$ cat config.mk
export PLATFORM = sky130hd
export DESIGN_NAME = mem_stage_flat
export DESIGN_NICKNAME = d
export VERILOG_FILES = /design/src/rtl/mem_stage_if.sv /design/src/rtl/mem_stage.sv /design/src/flat_wrapper.sv
export SDC_FILE = /design/constraint.sdc
export NUM_CORES = 1
export LEC_CHECK = 0
export CAP_MARGIN = 25
export CORE_MARGIN = 8
export CORE_UTILIZATION = 40
export CTS_BUF_LIST = sky130_fd_sc_hd__clkbuf_2
export DETAILED_ROUTE_END_ITERATION = 12
export PLACE_DENSITY_LB_ADDON = 0.08
export SETUP_SLACK_MARGIN = 0.02
export SLEW_MARGIN = 0
export SYNTH_ARGS = -nofsm -noshare
export SYNTH_HDL_FRONTEND = slang
export SYNTH_SLANG_ARGS = --single-unit
$ cat constraint.sdc
create_clock -name clk -period 3.7 [get_ports clk]
set_input_delay 0.37 -clock clk [delete_from_list [all_inputs] [get_ports clk]]
set_output_delay 0.37 -clock clk [all_outputs]
set_load 0.005 [all_outputs]
$ cat src/rtl/mem_stage_if.sv
// Data-bus bundle between the memory stage (master) and the data memory (slave).
// Request fields are combinational from the master and are held stable until bus_ack.
interface mem_stage_if;
  logic        bus_req;
  logic        bus_we;
  logic [31:0] bus_addr;
  logic [3:0]  bus_be;
  logic [31:0] bus_wdata;
  logic [31:0] bus_rdata;
  logic        bus_ack;

  modport master (
    output bus_req, bus_we, bus_addr, bus_be, bus_wdata,
    input  bus_rdata, bus_ack
  );

  modport slave (
    input  bus_req, bus_we, bus_addr, bus_be, bus_wdata,
    output bus_rdata, bus_ack
  );
endinterface

$ cat src/rtl/mem_stage.sv
// RV32I memory-access stage: req/ack data-bus transaction, lane handling and MEM/WB register.
// Optional macro MEM_MISALIGN_EN: suppress misaligned accesses and add the misalign_out pulse.
module mem_stage (
  input  logic        clk,
  input  logic        rst,
  input  logic        mem_rd_in,
  input  logic        mem_wr_in,
  input  logic        reg_wr_in,
  input  logic        mux_reg_wr_in,
  input  logic [2:0]  funct3_in,
  input  logic [31:0] ula_res_in,
  input  logic [31:0] val_B_in,
  input  logic [4:0]  rd_in,
  mem_stage_if.master bus,
  output logic        stall,
  output logic        reg_wr_out,
  output logic        mux_reg_wr_out,
  output logic [31:0] mem_data_out,
  output logic [31:0] ula_res_out,
  output logic [4:0]  rd_out
`ifdef MEM_MISALIGN_EN
  ,
  output logic        misalign_out
`endif
);

  typedef enum logic {IDLE, WAIT} state_t;

  state_t      r_state;
  logic        w_access;
  logic        w_load;
  logic        w_misalign;
  logic        w_go;
  logic [1:0]  w_off;
  logic [31:0] w_load_data;

  function automatic logic [3:0] lane_be(input logic [1:0] size, input logic [1:0] off);
    case (size)
      2'b00:   return 4'b0001 << off;
      2'b01:   return 4'b0011 << {off[1], 1'b0};
      default: return 4'b1111;
    endcase
  endfunction

  function automatic logic [31:0] store_data(input logic [1:0] size, input logic [31:0] d);
    case (size)
      2'b00:   return {4{d[7:0]}};
      2'b01:   return {2{d[15:0]}};
      default: return d;
    endcase
  endfunction

  // Shift the addressed lane down to bit 0, then sign- or zero-extend it.
  function automatic logic [31:0] load_ext(input logic [2:0] f3, input logic [1:0] off,
                                           input logic [31:0] rdata);
    logic [31:0] sh_b;
    logic [31:0] sh_h;
    logic signed [7:0]  b;
    logic signed [15:0] h;
    sh_b = rdata >> {off, 3'b000};
    sh_h = rdata >> {off[1], 4'b0000};
    b    = sh_b[7:0];
    h    = sh_h[15:0];
    case (f3[1:0])
      2'b00:   return f3[2] ? {24'b0, b} : {{24{b[7]}}, b};
      2'b01:   return f3[2] ? {16'b0, h} : {{16{h[15]}}, h};
      default: return rdata;
    endcase
  endfunction

  assign w_access = mem_rd_in | mem_wr_in;
  assign w_load   = mem_rd_in & ~mem_wr_in;
  assign w_off    = ula_res_in[1:0];

`ifdef MEM_MISALIGN_EN
  assign w_misalign = w_access &
                      (((funct3_in[1:0] == 2'b01) & w_off[0]) |
                       (funct3_in[1] & (w_off != 2'b00)));
`else
  assign w_misalign = 1'b0;
`endif

  assign w_go        = w_access & ~w_misalign;
  assign w_load_data = load_ext(funct3_in, w_off, bus.bus_rdata);

  // Reset gates the request directly so it drops even while the held inputs still ask.
  assign bus.bus_req   = ~rst & ((r_state == WAIT) | w_go);
  assign bus.bus_we    = mem_wr_in;
  assign bus.bus_addr  = {ula_res_in[31:2], 2'b00};
  assign bus.bus_be    = lane_be(funct3_in[1:0], w_off);
  assign bus.bus_wdata = store_data(funct3_in[1:0], val_B_in);
  assign stall         = bus.bus_req & ~bus.bus_ack;

  always_ff @(posedge clk or posedge rst) begin
    if (rst) begin
      r_state <= IDLE;
    end else begin
      case (r_state)
        IDLE:    if (w_go && !bus.bus_ack) r_state <= WAIT;
        WAIT:    if (bus.bus_ack) r_state <= IDLE;
        default: r_state <= IDLE;
      endcase
    end
  end

  // MEM/WB boundary: a stalled cycle inserts a bubble by dropping the write enable.
  always_ff @(posedge clk or posedge rst) begin
    if (rst) begin
      reg_wr_out     <= 1'b0;
      mux_reg_wr_out <= 1'b0;
      mem_data_out   <= 32'h0;
      ula_res_out    <= 32'h0;
      rd_out         <= 5'h0;
    end else if (!stall) begin
      reg_wr_out     <= reg_wr_in & ~w_misalign;
      mux_reg_wr_out <= mux_reg_wr_in;
      mem_data_out   <= (w_load & w_go) ? w_load_data : 32'h0;
      ula_res_out    <= ula_res_in;
      rd_out         <= rd_in;
    end else begin
      reg_wr_out     <= 1'b0;
    end
  end

`ifdef MEM_MISALIGN_EN
  always_ff @(posedge clk or posedge rst) begin
    if (rst) misalign_out <= 1'b0;
    else     misalign_out <= w_misalign & ~stall;
  end
`endif

endmodule

$ cat src/flat_wrapper.sv
// flat-port wrapper written by rule: the top's interface ports become plain ports
module mem_stage_flat 
  (clk, rst, mem_rd_in, mem_wr_in, reg_wr_in, mux_reg_wr_in, funct3_in, ula_res_in, val_B_in, rd_in, stall, reg_wr_out, mux_reg_wr_out, mem_data_out, ula_res_out, rd_out, bus_bus_req, bus_bus_we, bus_bus_addr, bus_bus_be, bus_bus_wdata, bus_bus_rdata, bus_bus_ack);
  mem_stage_if bus_i ();
  input  logic clk;
  input  logic rst;
  input  logic mem_rd_in;
  input  logic mem_wr_in;
  input  logic reg_wr_in;
  input  logic mux_reg_wr_in;
  input  logic [2:0] funct3_in;
  input  logic [31:0] ula_res_in;
  input  logic [31:0] val_B_in;
  input  logic [4:0] rd_in;
  output logic stall;
  output logic reg_wr_out;
  output logic mux_reg_wr_out;
  output logic [31:0] mem_data_out;
  output logic [31:0] ula_res_out;
  output logic [4:0] rd_out;
  output wire logic [$bits(bus_i.bus_req)-1:0] bus_bus_req;
  output wire logic [$bits(bus_i.bus_we)-1:0] bus_bus_we;
  output wire logic [$bits(bus_i.bus_addr)-1:0] bus_bus_addr;
  output wire logic [$bits(bus_i.bus_be)-1:0] bus_bus_be;
  output wire logic [$bits(bus_i.bus_wdata)-1:0] bus_bus_wdata;
  input wire logic [$bits(bus_i.bus_rdata)-1:0] bus_bus_rdata;
  input wire logic [$bits(bus_i.bus_ack)-1:0] bus_bus_ack;
  assign bus_bus_req = bus_i.bus_req;
  assign bus_bus_we = bus_i.bus_we;
  assign bus_bus_addr = bus_i.bus_addr;
  assign bus_bus_be = bus_i.bus_be;
  assign bus_bus_wdata = bus_i.bus_wdata;
  assign bus_i.bus_rdata = bus_bus_rdata;
  assign bus_i.bus_ack = bus_bus_ack;
  mem_stage u_core (.clk(clk), .rst(rst), .mem_rd_in(mem_rd_in), .mem_wr_in(mem_wr_in), .reg_wr_in(reg_wr_in), .mux_reg_wr_in(mux_reg_wr_in), .funct3_in(funct3_in), .ula_res_in(ula_res_in), .val_B_in(val_B_in), .rd_in(rd_in), .bus(bus_i), .stall(stall), .reg_wr_out(reg_wr_out), .mux_reg_wr_out(mux_reg_wr_out), .mem_data_out(mem_data_out), .ula_res_out(ula_res_out), .rd_out(rd_out));
endmodule
==> summary.txt, run 1 <==
Global route
  – Pin count of the biggest net entering global routing: 31
  – Initial antenna violation count: 0
  – GR Util met1: 20.8%
  – Met2 Track Usage GR: a little over a third
  – Number of global-route vias before repair: 3624
  – Total track usage: 20.2%
  – GR peak layer: met2
  – Grt ovf: 0
  – First-pass GRT wire length: 20500 um
  – Met3 Track Usage GR: 10.6%

Placement
  – Placed Instance Area: 6090 um2
  – Routability cong.: between 0.8 and 0.9
  – PortBufs: 250
  – DP HPWL: 10800 um

Power
  – Static leakage: 2.54 nW
  – PD cells: 302 nW/um2
  – Peak supply drop: ~0.00016 V

Layout
  – Antenna cells: 0
  – Cell area after layout: 6210 um2
  – Synth-to-layout area growth: 64.1%
  – Nets: 648
  – Share of cells above drive strength 1: 18.3%

Job
  – Maxcap violations: 0

Floorplanning
  – Row cnt: 35
  – Core ar.: 9200 um2
  – Chip height: 113 um
  – Initial cell density of the core: roughly two fifths
  – DIE WIDTH: 113 um
  – I/O Pins: roughly 250
  – Die area: 12800 um2

Detailed routing
  – First drt pass iteration count: 4
  – Routed vias/inst: 5.15
  – Final wirelength: 13200 um
  – Initial drt markers: 147
  – DR WL/cell: 20.3 um
  – Routed Antenna Nets: 0
  – Vias: 3366
  – # DRC: 0

Timing
  – Slew HR: 45.4%
  – Max Fclk: ~0.37 GHz
  – Final period util: 72.9%
  – Final hold viol count: 0
  – Layout Skew: 43.1 ps
  – Final Critical Period: 2700 ps
  – Setup repair after global routing missed its margin: false
  – Setup-failing EPs final: 0
  – Worst-margin pin slew: 812 ps
  – Fin. max-slew vios: 0
  – Setup total negative slack: 0 ps

Hold path
  – Hold Crit Depth: 2
  – Hold Path Class: input pin to register

Yosys
  – #FFs+latches synth: 72
  – Synth area leaders: dfrtp_1 (48%), mux2_2 (16%), buf_4 (8.1%)
  – Mapped cell area: 3780 um2
  – Syn Inst Count: 325
  – Synth area leader: dfrtp_1
  – Mean Syn Cell Area: roughly 12 um2
  – Yosys top cell area share: a little under half
  – Post-synthesis sequential area ratio: between 40% and 50%
  – Distinct cells, synth: 35
  – Yosys warns: 0

Clock tree
  – CTS tree: built
  – CTS Sinks: 72
  – CTS max path bufs: 2
  – Clock transition at path regs: 240 ps
  – Clock H-tree levels: 3
  – TritonCTS Buffers: 9
  – Hold-fix buffers at CTS: 0
  – Clock root buffer: clkbuf_2
  – Worst skew pair latency: 520 ps
  – CTS resizes: 0
  – Post-CTS Setup Bufs: 0

Setup path
  – CP Launch Type: input pin
  – CP Class: input pin to primary output
  – FF-to-FF path depth: 4
  – Critical Path AT: between 2000 and 2500 ps
  – Largest fanout on the critical path: 11
  – CP required: approximately 3300 ps
  – CP endpoint kind: primary output

Outcome
  – Outcome: completed
-- through the flow --
stage	hold WS [ps]	power (W)	setup WS (ps)	util, %	std cells
CTS	314	0.00190	986	67.5	653
floorplan	436	0.00109	1510	-	326
global route	342	0.00197	886	67.5	653
global placement	464	0.00144	1060	66.1	636
detailed placement	475	0.00145	985	66.2	637
finish	361	0.00187	1000	67.5	653
-- layer usage --
metal | share of wire (%) | vias up | wire length (um)
li1 | - | 1578 | -
met1 | 35 | 1593 | 4660
met2 | 51 | 182 | 6690
met5 | 0 | - | 0
met3 | 13 | 13 | 1720
met4 | 1.3 | 0 | 169
-- cell usage in the layout, fill, tap and decap left out, types with 2 or more instances in the layout --
master / count
nor2b_1: 2
a221oi_1: 15
nor2_1: 13
clkdlybuf4s50_1: 250
nand2_1: 25
mux2i_1: 17
inv_2: 2
o21ai_1: 9
buf_4: 10
a221o_1: 6
dfrtp_1: 72
a221o_2: 10
clkbuf_2: 10
inv_1: 2
o21ai_0: 20
clkinv_4: 2
conb_1: 2
mux2_2: 54
nor3_1: 2
-- flip-flops by register name (all words and copies together) (netlist names) --
name,cells
u_core.mem_data_out,32
u_core.mux_reg_wr_out,1
u_core.r_state,1
u_core.rd_out,5
u_core.reg_wr_out,1
u_core.ula_res_out,32
-- final cells by class --
type | count | area, um2
Multi-Input combinational cell | 190 | 1550
Sequential cell | 72 | 1800
Tap cell | 111 | 139
Timing Repair Buffer | 260 | 2580
Inverter | 4 | 15.0
Clock inverter | 6 | 68.8
Fill cell | 728 | 2990
Clock buffer | 10 | 50.0
-- kinds of logic (layout without fill, tap and decap cells) --
family	count (synthesis)	after routing	share of synthesized area, %
compound gates	67	67	14.0
other cells	1	2	0.0992
flops	72	72	47.7
buf+inv	64	280	11.5
simple gates	50	50	6.12
mux	71	71	20.6
-- synthesized netlist by cell type, drive strengths merged --
master	n
clkbuf	9
nor3	3
conb	1
nand2	25
or4	2
o211ai	1
a221o	16
a21o	1
o31ai	1
and3	1
nor2	14
o21ai	29
a211oi	2
or3b	1
a221oi	15
nor2b	2
or4b	1
or3	1
o22ai	2
inv	4
mux2	54
dfrtp	72
buf	51
mux2i	17
-- path summary, 6_finish.rpt --
path | from | end | slack (ps)
worst max-delay path | funct3_in[0] | bus_bus_be[0] | 1000
worst min-delay path | reg_wr_in | u_core.reg_wr_out$_DFF_PP0_ | 360
worst max register to register | u_core.r_state$_DFF_PP0_ | u_core.mem_data_out[20]$_DFFE_PP0N_ | 2100
worst min register to register | u_core.mem_data_out[10]$_DFFE_PP0N_ | u_core.mem_data_out[10]$_DFFE_PP0N_ | 510
max in group asynchronous | rst | u_core.rd_out[4]$_DFFE_PP0N_ | 2540
min in group asynchronous | rst | u_core.ula_res_out[19]$_DFFE_PP0N_ | 380
-- critical path, stage by stage --
cell             delay [ps]
clkdlybuf4s50_1         660
nor2b_1                 120
o21ai_1                 540
clkdlybuf4s50_1         630
-- power breakdown --
part           internal (W)  total [W]  switching, W
Clock              0.000162   0.000447      0.000285
Combinational      0.000359   0.000556      0.000197
Sequential         0.000842   0.000870     0.0000280
Total               0.00136    0.00187      0.000510
Note: power is estimated with default switching activity, not from simulation.
==> run 2: changes to the inputs <==
CORE_UTILIZATION = 37   (was 40)
clock period = 2.6 ns   (was 3.7 ns; I/O delays follow)
==> run 2 against run 1 <==
  * Clock skew decreased by 14 ps
  * Routed wire length up 0.16%
  * Count of clock-buffer cells in the layout unchanged
  * Clock power is 40% higher
  * Combinational power is 43% higher
  * Sequential cell count did not move
  * Worst setup slack got worse by 650 ps
  * Via count grew 0.42%
  * Hold slack worse by 100 ps
  * Die area rose by 6.9%
  * Critical path depth is the same
  * Sequential power rose by 43%
  * Largest power group unchanged
  * Highest routed layer unchanged
==> summary.txt, run 2 (synthesized netlist as in run 1, its figures left out) <==
Setup path
  – CP Launch Type: input pin
  – FF-to-FF path depth: 4
  – R2r setup slk: 810 ps
  – CP Capture Point: bus_bus_wdata[9]
  – CP Class: input pin to primary output
  – CP required: 2340 ps
  – Worst R2R Start: u_core.r_state$_DFF_PP0_
  – Top cell by count, worst path: clkdlybuf4s50_1
  – Worst-path cell chain: clkdlybuf4s50_1 -> nor2_2 -> mux2_2 -> clkdlybuf4s50_1
  – CP max stage cell: clkdlybuf4s50_1
  – Reg2reg end: u_core.mem_data_out[18]$_DFFE_PP0N_
  – Worst Setup SP: funct3_in[1]
  – Critical Path AT: 1990 ps
  – Largest fanout on the critical path: 8
  – CP endpoint kind: primary output
  – CP max stage delay: 480 ps

Timing
  – Setup total negative slack: 0 ps
  – Worst-margin pin slew: 611 ps
  – Slew HR: 59.2%
  – Final Critical Period: ~2300 ps
  – Setup repair after global routing missed its margin: false
  – Fin. max-slew vios: 0
  – Layout Skew: 28.7 ps
  – Setup-failing EPs final: 0
  – Final period util: 86.6%
  – Worst Hold Margin: 257 ps
  – Final hold viol count: 0
  – Max Fclk: 0.444 GHz

Power
  – Clock power share: 23.5%
  – Static leakage: 2.56 nW
  – Switching Power: between 0.0007 and 0.0008 W
  – Part of the power in registers: 46.6%
  – Int Pwr: between 0.0015 and 0.002 W
  – Sw frac: a little over a quarter
  – Comb pwr share: 29.9%
  – Peak supply drop: 0.000217 V
  – PD cells: 424 nW/um2

Floorplanning
  – Initial cell density of the core: between 30% and 40%
  – Chip height: about 120 um
  – Die area: 13700 um2
  – DIE WIDTH: about 120 um
  – Row cnt: 37
  – Core ar.: roughly 10000 um2
  – I/O Pins: 253

Clock tree
  – CTS Sinks: 72
  – Clock root buffer: clkbuf_2
  – Clock H-tree levels: 3
  – TritonCTS Buffers: 9
  – Hold-fix buffers at CTS: 0
  – CTS max path bufs: 2
  – CTS tree: built
  – Post-CTS Setup Bufs: 0
  – CTS resizes: 0
  – Clock transition at path regs: roughly 220 ps
  – Worst skew pair latency: roughly 520 ps

Detailed routing
  – Initial drt markers: 154
  – Routed Antenna Nets: 0
  – # DRC: 0
  – Vias: 3380
  – First drt pass iteration count: 4
  – Routed vias/inst: ~5
  – DR WL/cell: 19.4 um
  – Final wirelength: 13300 um

Job
  – Maxcap violations: 0

Placement
  – DP HPWL: 10700 um
  – PortBufs: 250
  – Placed Cells: 665
  – Routability cong.: 0.767

Global route
  – Initial antenna violation count: 0
  – First-pass GRT wire length: between 15000 and 20000 um
  – Grt ovf: 0
  – Pin count of the biggest net entering global routing: 41
  – Number of global-route vias before repair: 3576
  – Total track usage: 19.0%

Layout
  – Commonest non-fill, non-tap cell in the layout: clkdlybuf4s50_1
  – Commonest non-fill, non-tap cells in the layout: clkdlybuf4s50_1 (250), dfrtp_1 (72), mux2_2 (54)
  – Synth-to-layout area growth: 65.9%
  – Nets: 652
  – Largest regs: u_core.mem_data_out: 32 flops, u_core.ula_res_out: 32 flops, u_core.rd_out: 5 flops
  – Seq. cell area: 1800 um2
  – Final non-filler cell total: 682
  – Area of the multi-input gates: 1550 um2
  – Final core utilization: 61.9%
  – Share of cells above drive strength 1: 18.9%
  – Fill cells: roughly 840
  – Antenna cells: 0

Hold path
  – Hold Path Class: input pin to async pin

Outcome
  – Outcome: completed
run 2: final cells by class:
cell class | count | area share [%]
Clock buffer | 10 | 0.798
Clock inverter | 6 | 0.958
Multi-Input combinational cell | 190 | 24.8
Timing Repair Buffer | 264 | 41.8
Sequential cell | 72 | 28.7
Inverter | 4 | 0.259
Tap cell | 136 | 2.71
run 2: worst min path at each step:
stage	from	end	slack, ps	cells after the start
final	rst	u_core.r_state$_DFF_PP0_	260	2
after detailed placement	u_core.mem_data_out[15]$_DFFE_PP0N_	u_core.mem_data_out[15]$_DFFE_PP0N_	480	2
after floorplan	bus_bus_ack	u_core.r_state$_DFF_PP0_	330	1
after CTS	rst	u_core.r_state$_DFF_PP0_	220	2
after global placement	u_core.mem_data_out[2]$_DFFE_PP0N_	u_core.mem_data_out[2]$_DFFE_PP0N_	460	2
after global routing	reg_wr_in	u_core.reg_wr_out$_DFF_PP0_	200	2
run 2: power groups by stage:
stage	combinational (W)	sequential, W	clock [W]
after floorplan	0.000286	0.00126	0
after global placement	0.000797	0.00126	0
after detailed placement	0.000806	0.00126	0
after CTS	0.000810	0.00124	0.000645
after global routing	0.000858	0.00125	0.000695
final	0.000795	0.00124	0.000625
run 2: per-stage QoR:
step           setup WS, ps  cell area (um2)  power [W]
6_report                349             6270    0.00266
3_5_place_dp            279             6150    0.00207
3_3_place_gp            343             6150    0.00205
4_1_cts                 316             6260    0.00269
2_1_floorplan           515             3780    0.00155
5_1_grt                 218             6270    0.00280
run 2: worst max-delay path: cells and delay by family:
kind | cells | cell delay, ps
buffers and inverters | 2 | 940
muxes | 1 | 380
and+or+nand+nor | 1 | 400
run 2: metal layers:
layer | part of all wire (%) | vias up | track usage [%]
met5 | 0 | - | 0
met4 | 0.71 | 0 | 4.10
met3 | 11 | 11 | 7.95
met2 | 48 | 167 | 31.3
met1 | 39 | 1613 | 22.7
li1 | - | 1589 | -
==> run 3: changes to the inputs <==
SETUP_SLACK_MARGIN = 0.1   (was 0.02)
==> results of run 3 <==
The final DEF is identical to that of run 2; final timing and power are the same.
